**src/rtl/seq_mult_32bit.sv**
```systemverilog
// Shift-add 32x32 unsigned multiplier: done pulses 33 cycles after the accepting edge, 34-cycle occupancy.
// No backpressure: start is dropped while busy; product holds until the next accepted start.

module adder_32bit (
  input  logic [31:0] a,
  input  logic [31:0] b,
  input  logic        cin,
  output logic [31:0] sum,
  output logic        cout
);

  assign {cout, sum} = {1'b0, a} + {1'b0, b} + {32'h0, cin};

endmodule

module seq_mult_32bit (
  input  logic        clk,
  input  logic        rst_n,
  input  logic        start,
  input  logic [31:0] a,
  input  logic [31:0] b,
  output logic        busy,
  output logic        done,
  output logic [63:0] product
);

  localparam logic [1:0] IDLE = 2'd0;
  localparam logic [1:0] RUN  = 2'd1;
  localparam logic [1:0] DONE = 2'd2;

  logic [1:0]  state;
  logic [63:0] p;
  logic [31:0] a_r;
  logic [5:0]  cnt;

  logic [31:0] addend;
  logic [31:0] psum;
  logic        pcarry;

  // Multiplier LSB selects whether this step adds the multiplicand.
  assign addend = p[0] ? a_r : 32'h0;

  adder_32bit u_adder (
    .a    (p[63:32]),
    .b    (addend),
    .cin  (1'b0),
    .sum  (psum),
    .cout (pcarry)
  );

  always_ff @(posedge clk or negedge rst_n) begin
    if (!rst_n) begin
      state <= IDLE;
      p     <= 64'h0;
      a_r   <= 32'h0;
      cnt   <= 6'd0;
    end else begin
      case (state)
        IDLE: begin
          if (start) begin
            a_r   <= a;
            p     <= {32'h0, b};
            cnt   <= 6'd0;
            state <= RUN;
          end
        end
        RUN: begin
          // Carry lands in bit 63, so the shift never loses a product bit.
          p   <= {pcarry, psum, p[31:1]};
          cnt <= cnt + 6'd1;
          if (cnt == 6'd31) begin
            state <= DONE;
          end
        end
        DONE: begin
          state <= IDLE;
        end
        default: begin
          state <= IDLE;
        end
      endcase
    end
  end

  assign busy    = (state == RUN) || (state == DONE);
  assign done    = (state == DONE);
  assign product = p;

endmodule

```
**config.mk**
```make
export PLATFORM = sky130hd
export DESIGN_NAME = seq_mult_32bit
export DESIGN_NICKNAME = d
export VERILOG_FILES = /design/src/rtl/seq_mult_32bit.sv
export SDC_FILE = /design/constraint.sdc
export NUM_CORES = 1
export LEC_CHECK = 0
export BUFFER_PORTS_ARGS = -buffer_cell sky130_fd_sc_hd__buf_2
export CAP_MARGIN = 10
export CORE_AREA = 10 10 118 120
export DETAILED_ROUTE_END_ITERATION = 8
export DIE_AREA = 0 0 128 130
export PLACE_DENSITY = 0.79
export SYNTH_ARGS = -nofsm -noshare
export SYNTH_HDL_FRONTEND = slang
export SYNTH_SLANG_ARGS = --single-unit
```
**constraint.sdc**
```tcl
create_clock -name clk -period 3 [get_ports clk]
set_input_delay 0.6 -clock clk [delete_from_list [all_inputs] [get_ports clk]]
set_output_delay 0.6 -clock clk [all_outputs]
set_load 0.01 [all_outputs]
```
# [Word-level counts from Yosys, hierarchy flattened]
# Index checks and enable logic that the tools add are counted.
[word_totals] ff_bits=104 inputBits=67 output_inout_bits=66 elab_cells=25
[classes] reduce_logical=6 n_addsub=2 n_eq_ne=5 muxes=8
[op_table] op="64-bit one-hot mux with 2 select lines" count=1
[op_table] op="64-bit 2-to-1 mux" count=1
[op_table] op="32-bit by 32-bit adder with 33-bit output" count=1
[op_table] op="32-bit 2-to-1 mux" count=1
[op_table] op="6-bit one-hot mux with 2 select lines" count=1
[op_table] op="6-bit by 1-bit adder with 6-bit output, second input constant" count=1
[op_table] op="6-bit by 5-bit equality test with 1-bit output, second input constant" count=1
[op_table] op="6-bit 2-to-1 mux" count=1
[op_table] op="2-bit AND reduction" count=3
[op_table] op="2-bit 2-to-1 mux" count=2
[op_table] op="2-bit inequality test, second input constant" count=2
[op_table] op="2-bit one-hot mux with 2 select lines" count=1
[op_table] op="2-bit by 1-bit equality test with 1-bit output, second input constant" count=1
[op_table] op="2-bit equality test, second input constant" count=1
[op_table] op="2-bit logical NOT" count=1
[op_table] op="2-bit nonzero test" count=1
[op_table] op="1-bit logical OR" count=1

# [Logic depth before layout (Yosys ltp)]
# Gate-level depths: netlist of the first run.
[depth] ltp_word=3 depth_mapped=11 ltp_nobuf=11

# [Cells and area by module]
# A second synthesis of the first run with hierarchy kept.
[hier_totals] cells_unflattened=604 hier_area_um2=6152.2
[by_module_without_submodules] mod="seq_mult_32bit" cells_each=359 instances=1 seq_area_each_um2=2602.5 area_each_um2=4413.0
[by_module_without_submodules] mod="adder_32bit" cells_each=245 instances=1 seq_area_each_um2=0.0 area_each_um2=1739.2

# [Worst setup path after synthesis of the first run]
# No wires, ideal clock.
[synth_path] path_type="register to register" startpoint="reg p[0], in the netlist product[0]" endpoint="reg p[62], in the netlist product[62]" period_less_slack_ps=2652 path_stages_with_launch=12 t_arrival_ps=2528 setup_ps=124 n_path_buf=2 path_slack_ps=348 required_ps=2876 cell_sequence="dfrtp_1 clkbuf_1 and2_1 ha_1 buf_6 a21oi_1 o21ai_1 a31oi_2 a31oi_2 and4b_4 o31a_1 or2_1"
[synth_via] elab_chain_cells=3
[synth_lines] item="start: declaration" line_no="32" text="logic [63:0] p;"
[synth_lines] item="start signal: assignment" line_no="62" text="p <= {32'h0, b};"
[synth_lines] item="start signal: assignment" line_no="69" text="p <= {pcarry, psum, p[31:1]};"
[synth_lines] item="32-bit 2-to-1 mux" line_no="41" text="assign addend = p[0] ? a_r : 32'h0;"
[synth_lines] item="32-bit by 32-bit adder with 33-bit output" line_no="12" text="assign {cout, sum} = {1'b0, a} + {1'b0, b} + {32'h0, cin};"
[synth_lines] item="64-bit one-hot mux with 2 select lines" line_no="58" text="case (state)"
# No other way between the ends.
# A chain may end at the register's enable or synchronous reset.

# [Final worst setup path of the first run]
[layout_path] startpoint="reg p[0], in the netlist product[0]" endpoint="reg p[57], in the netlist product[57]"
# The elaborated chain is that of the path after synthesis.

==> impl_metrics.yaml, run 1 <==
run_status:
  status: "finished, final reports clean"
logic_synthesis:
  ys_types: 63
  yosysTopAreaCellShare: 0.4186
  avgSynthCellArea_sq_um: 9.477
  yosysTopAreaCell: "dfrtp_1"
  synthFlopType: "dfrtp_1"
  syn_inst: 656
  seq_area_frac_synth: 0.4186
  async_flop_share: 1.000
  syn-num-nets: 760
  synth_area_sq_um: 6217
  synth_seq_cells: 104
  netlist_top_cells_area: "dfrtp_1 (42%), ha_1 (7.2%), o22ai_1 (6.5%), a21oi_1 (6.2%), mux2_2 (5.8%)"
  ys.warnings.count: 0
  synth_edf_count: 0
clocking:
  htree_levels: 3
  cts_tree: "yes"
  cts_hold_buf: 0
  clk_latency_ns: 0.37
  postCtsSetupBuffers: 0
  cts.root.buffer_cell: "clkbuf_16"
  clkTransAtPathRegs_ns: 0.08
  cts-buffers-inserted: 9
  post_cts_resized: 0
  cts.sinks: 104
  clock_path_buffers: 2
global_route:
  antenna_found_initial: 1
  grt_pass1_wl_microns: 28640
  gr-total-overflow: 0
  grt_max_degree: 49
  grt_pass1_vias: 5746
  globalRouteTotalUtil: 0.2080
sta:
  max_freq_mhz: 357.4
  tns_ns: 0
  timing.final.max_slew_violations: 0
  relSlewSlack: 0.5471
  setup_viol: 0
  hold_viol_final: 0
  tightest_slew_ns: 0.6770
  timing.final.crit_share: 0.9327
  fin_skew_ns: 0.01550
  layout_min_cycle_time_ns: 2.798
detailed_routing:
  first_iter_violations: 276
  vias: 5531
  viasPerCell: 5.935
  ant_nets: 0
  first_pass_iters: 5
  drc_errors: 0
  routedWlPerCell_microns: 18.31
  wl_microns: 17070
die:
  io-pin-count: 133
  dieHeight_microns: 130
  dieArea_sq_um: 16640
  fp.dieW_microns: 128
  floorplan.initialDensity: 0.5309
  num_rows: 40
  core_area_sq_um: 11710
critical_path:
  worst_path_dominant_cell_family: "compound AO/OA/AOI/OAI gates"
  crit_type: "reg2reg"
  slowest_stage: "dfrtp_1"
  endpoint_kind: "flip-flop"
  rr_endpoint: "product[57]"
  cp_common_cell: "o21ai_0"
  cp.arrival_ns: 3.02
  cp-startpoint: "product[0]"
  cp_cell_sequence: "buf_4 -> and2_1 -> ha_1 -> a21oi_1 -> o21ai_0 -> or2_2 -> o21ba_2 -> o21ai_0 -> and3_1 -> o31ai_1"
  reg2reg_depth: 10
  startpoint_type: "flip-flop"
  critPathRequiredTime_ns: 3.23
  ff2ff_setup_slack_ns: 0.20
  max_stage_delay_ns: 0.42
  crit_buf_inv: 1
  worst-path-max-fanout: 15
  reg2reg_from: "product[0]"
cells_and_area:
  n_antenna_cell: 0
  final_nets: 884
  drive_above_1_share: 0.2828
  fill_cells: 1009
  fin_cells: 932
  syn2layout_area_growth_pct: 18.66
worst_hold_path:
  hp-class: "in2async"
power_and_ir_drop:
  switchingPower_w: 0.004437
  pwr-share-clk: 0.122
  leakage_nw: 3.309
  combinationalPowerShare: 0.611
  pwr-share-seq: 0.267
  switching_share: 0.4665
  ir_drop_mv: 0.7150
  p_per_area_nw_per_um2: 1289
  p_int_w: 0.005074
place:
  port_buffers: 132
  place.gp.congestion: 0.9503
  dp_cells: 916
  dp_hpwl_microns: 12670
run:
  maxCapViolations: 0
[placed cells by master (no fill, tap or decap), types with 3 or more instances in the layout]
master	count
ha_1	36
inv_1	10
xor2_1	13
o21ai_1	3
nand3_1	8
nand2_1	60
a21oi_1	75
buf_2	131
xnor2_1	13
buf_4	22
clkbuf_16	9
a211oi_1	4
a21oi_2	3
nor3_1	6
a31oi_2	3
and3_1	5
nor2_1	19
o211ai_1	8
o21ai_0	40
and2_1	37
a21o_1	8
nor2b_1	3
o22ai_1	65
dfrtp_1	104
o21bai_1	5
nand2b_1	6
nand4_1	8
mux2_2	32
[flip-flops by register name, indices dropped and copies added (netlist names)]
name     cells
product     64
a_r         32
cnt          6
state        2
[power groups by stage]
| stage | logic [W] | registers [W] | clock network, W |
|---|---|---|---|
| 6_report | 0.00581 | 0.00254 | 0.00116 |
| 3_3_place_gp | 0.00560 | 0.00252 | 0 |
| 5_1_grt | 0.00649 | 0.00263 | 0.00123 |
| 3_5_place_dp | 0.00573 | 0.00255 | 0 |
| 2_1_floorplan | 0.00404 | 0.00261 | 0 |
| 4_1_cts | 0.00576 | 0.00254 | 0.00119 |
[metal layers]
layer | vias up | track usage | share of wire
li1 | 2666 | - | -
met3 | 15 | 0.08641 | 0.085
met4 | 0 | 0.05166 | 0.012
met1 | 2658 | 0.2535 | 0.44
met5 | - | 0 | 0
met2 | 192 | 0.3349 | 0.47
[per-stage QoR]
step / area, sq um / setup slack (ns) / total power [W] / utilization / hold WS [ns]
2_1_floorplan: 6217 / 0.3478 / 0.006648 / - / 0.3044
3_3_place_gp: 7061 / 0.1944 / 0.008121 / 0.6029 / 0.4830
3_5_place_dp: 7061 / 0.1180 / 0.008284 / 0.6029 / 0.4900
4_1_cts: 7350 / 0.06646 / 0.009491 / 0.6276 / 0.2127
5_1_grt: 7377 / -0.04469 / 0.01035 / 0.6299 / 0.2352
6_report: 7377 / 0.2018 / 0.009511 / 0.6299 / 0.2049
[worst max-delay path by stage]
| stage | to | slack, ns | cells after the start |
|---|---|---|---|
| after floorplan | product[62] | 0.35 | 11 |
| after global placement | product[59] | 0.19 | 10 |
| after detailed placement | product[59] | 0.12 | 10 |
| after CTS | product[59] | 0.07 | 10 |
| after global routing | product[53] | -0.04 | 11 |
| final | product[57] | 0.20 | 10 |
[logic make-up after synthesis]
group | after synthesis | share of synthesized area
compound gates | 242 | 0.2443
xor+xnor | 26 | 0.03663
buf+inv | 51 | 0.03401
fa+ha+maj | 37 | 0.07567
simple gates | 162 | 0.1296
mux | 34 | 0.06118
flops | 104 | 0.4186
[area by class of cell]
| cell class | instances | area (sq um) | share of cell area |
|---|---|---|---|
| Multi-Input combinational cell | 501 | 3440 | 0.4662 |
| Sequential cell | 104 | 2603 | 0.3528 |
| Timing Repair Buffer | 153 | 820.8 | 0.1113 |
| Clock buffer | 10 | 239.0 | 0.03239 |
| Tap cell | 147 | 183.9 | 0.02493 |
| Clock inverter | 6 | 50.05 | 0.006784 |
| Inverter | 11 | 41.29 | 0.005597 |
[synthesized netlist by cell type, types with 2 or more instances]
cell type / number
nor2b_1: 3
o2111ai_1: 2
and3_1: 5
a31oi_1: 2
or3_1: 2
nor3_1: 6
or2_2: 2
xor2_1: 13
o211ai_1: 8
buf_4: 2
a21o_1: 8
o22ai_1: 65
a31oi_2: 2
mux2_2: 32
clkbuf_1: 30
nand2_1: 62
buf_2: 3
o21ai_1: 3
a211oi_1: 4
a41oi_1: 2
mux2i_1: 2
nand4_1: 8
and2_1: 37
a22o_1: 2
xnor2_1: 13
o31ai_1: 2
buf_1: 3
ha_1: 36
o21a_1: 2
nand2b_1: 6
inv_1: 10
nor2_1: 19
a21oi_1: 77
dfrtp_1: 104
o21bai_1: 5
nand3_1: 8
o21ai_0: 40
Power figures use the tool's default switching activity.
==> inputs of run 2 (changes only) <==
- ABC_AREA: not set -> 1
- CORE_AREA: 10 10 118 120 -> 10 10 122 124
- DIE_AREA: 0 0 128 130 -> 0 0 132 134
==> run 2 against run 1 <==
  * Critical path type unchanged
  * Register-to-register slack improved by 0.21 ns
  * First-iteration DRC count rose by 49%
  * Sequential cell count is the same
  * Global-route usage barely moved
  * Die area grew 6.3%
==> impl_metrics.yaml, run 2 <==
global_route:
  grt_pass1_wl_microns: 30310
  gr-total-overflow: 0
  globalRouteTotalUtil: 0.2079
  grt_max_degree: 77
  antenna_found_initial: 0
  grt_pass1_vias: 6353
place:
  dp_hpwl_microns: 14640
  port_buffers: 132
  place.gp.congestion: 1.004
  dp_cells: 1247
  place_area_sq_um: 7632
power_and_ir_drop:
  leakage_nw: 4.774
  p_int_w: 0.004021
  combinationalPowerShare: 0.507
  switching_share: 0.4517
  p_per_area_nw_per_um2: 926.7
  pwr-share-seq: 0.336
  pwr-share-clk: 0.156
  ir_drop_mv: 0.5147
  switchingPower_w: 0.003313
clocking:
  clkTransAtPathRegs_ns: 0.07
  cts-buffers-inserted: 9
  post_cts_resized: 0
  cts_hold_buf: 0
  postCtsSetupBuffers: 0
  cts.sinks: 104
  cts.root.buffer_cell: "clkbuf_16"
  clk_latency_ns: 0.36
  cts_tree: "yes"
  clock_path_buffers: 2
  htree_levels: 3
logic_synthesis:
  synth_edf_count: 0
  synthFlopType: "dfrtp_1"
  synth_seq_cells: 104
  yosysMostFrequentCell: "nand2_1"
  yosysTopAreaCell: "dfrtp_1"
  syn_inst: 957
  seq_area_frac_synth: 0.3840
  synth_area_sq_um: 6778
  yosysTopAreaCellShare: 0.3840
  ys.warnings.count: 0
  syn-num-nets: 1061
  avgSynthCellArea_sq_um: 7.082
  synth_common_cells: "nand2_1 (379), inv_1 (162), dfrtp_1 (104)"
  netlist_top_cells_area: "dfrtp_1 (38%), nand2_1 (21%), inv_1 (9.0%), ha_1 (6.6%), mux2_2 (5.5%)"
  async_flop_share: 1.000
  ys_types: 38
cells_and_area:
  final_cell_area_sq_um: 7914
  largest_register_ffs: 64
  drive_above_1_share: 0.1862
  mostFrequentLayoutCells: "nand2_1 (379), inv_1 (162), buf_2 (131), dfrtp_1 (104), nor2_1 (51)"
  fin_cells: 1263
  syn2layout_area_growth_pct: 16.76
  final_nets: 1190
  layout_commonest_cell: "nand2_1"
  fill_cells: 1192
sta:
  max_freq_mhz: 386.7
  fin_skew_ns: 0.006127
  timing.final.max_slew_violations: 0
  layout_min_cycle_time_ns: 2.586
  tightest_slew_ns: 0.6041
  grt_setup_unrepaired: "false"
  timing.final.crit_share: 0.8621
  tns_ns: 0
  relSlewSlack: 0.5973
  hold_viol_final: 0
  setup_viol: 0
  holdWs_ns: 0.1605
detailed_routing:
  viasPerCell: 5.146
  drc_errors: 0
  ant_nets: 0
  first_pass_iters: 5
  wl_microns: 18700
  first_iter_violations: 412
  vias: 6500
  routedWlPerCell_microns: 14.81
critical_path:
  ff2ff_setup_slack_ns: 0.41
  worst-path-max-fanout: 17
  reg2reg_depth: 16
  startpoint_type: "flip-flop"
  cp.arrival_ns: 2.89
  crit_type: "reg2reg"
  critPathRequiredTime_ns: 3.30
  endpoint_kind: "flip-flop"
run_status:
  status: "finished, final reports clean"
die:
  fp.dieW_microns: 132
  io-pin-count: 133
  dieArea_sq_um: 17690
  dieHeight_microns: 134
  floorplan.initialDensity: 0.5437
  core_area_sq_um: 12470
  num_rows: 41
worst_hold_path:
  hp-class: "in2async"
run:
  maxCapViolations: 0
==> run 2: changes by cell type after synthesis, moves of 12 or more <==
cell and delta:
xnor2_1 -12, nand2_1 +317, nand3_1 +34, a21oi_1 -44
inv_1 +152, o22ai_1 -62, a22oi_1 +23, nor2_1 +32
clkbuf_1 -24, and2_1 -37, o21ai_0 -22
==> run 2: layout make-up <==
type                            count  area (sq um)  area share
Antenna cell                        1         2.502   0.0003162
Timing Repair Buffer              141         755.7     0.09549
Sequential cell                   104          2603      0.3289
Clock buffer                       10         239.0     0.03020
Inverter                          165         619.3     0.07826
Tap cell                          172         215.2     0.02719
Multi-Input combinational cell    665          3440      0.4346
Clock inverter                      5         40.04    0.005059
==> run 2: final timing paths <==
kind | start | endpoint
worst max-delay path | product[0] | product[63]
min in group clk | b[26] | product[26]
max in group asynchronous | rst_n | a_r[28]
worst min register to register | cnt[5] | cnt[5]
worst min-delay path | rst_n | state[0]
worst max register to register | product[0] | product[63]
==> run 2: power by group through the flow <==
| stage | clock network (W) | logic (W) | registers, W |
|---|---|---|---|
| 2_1_floorplan | 0 | 0.00249 | 0.00249 |
| 3_3_place_gp | 0 | 0.00363 | 0.00248 |
| 3_5_place_dp | 0 | 0.00373 | 0.00248 |
| 4_1_cts | 0.00116 | 0.00374 | 0.00246 |
| 5_1_grt | 0.00121 | 0.00418 | 0.00254 |
| 6_report | 0.00115 | 0.00372 | 0.00247 |
==> run 2: critical path: stages, from the launching register on <==
cell and delay [ns]:
dfrtp_1 0.73, nand2_1 0.10, inv_1 0.08, ha_1 0.18, inv_1 0.06, fa_1 0.40
inv_1 0.12, nand3_1 0.07, nand3_1 0.13, nand2_1 0.06, nand2_1 0.16, nand3_1 0.10
nand2_1 0.11, nand2_1 0.06, nand2_1 0.06, nand2_1 0.05, nand2_1 0.07
==> run 2: logic make-up (layout without fill, tap and decap cells) <==
kind of cell,count (synthesis),after routing,synth area share
adder cells (fa/ha/maj),37,37,0.06941
flip-flops,104,104,0.3840
buffers and inverters,188,321,0.1085
XOR/XNOR,3,3,0.003877
AO/OA/AOI/OAI,96,96,0.08732
other,0,1,0
multiplexers,33,33,0.05483
AND/OR/NAND/NOR,496,496,0.2920
==> run 2: through the flow <==
stage	setup WS, ns	total power (W)	util
after floorplan	0.5996	0.004975	-
after global placement	0.5487	0.006108	0.6123
after detailed placement	0.4435	0.006208	0.6123
after CTS	0.4277	0.007364	0.6346
after global routing	0.1045	0.007934	0.6346
final	0.4138	0.007334	0.6348
==> run 2: metal layers <==
metal | GRT usage | vias up | routed length, microns
met2 | 0.3418 | 240 | 8677
met5 | 0 | - | 0
li1 | - | 3250 | -
met3 | 0.05153 | 30 | 1565
met1 | 0.2589 | 2980 | 8032
met4 | 0.07726 | 0 | 424
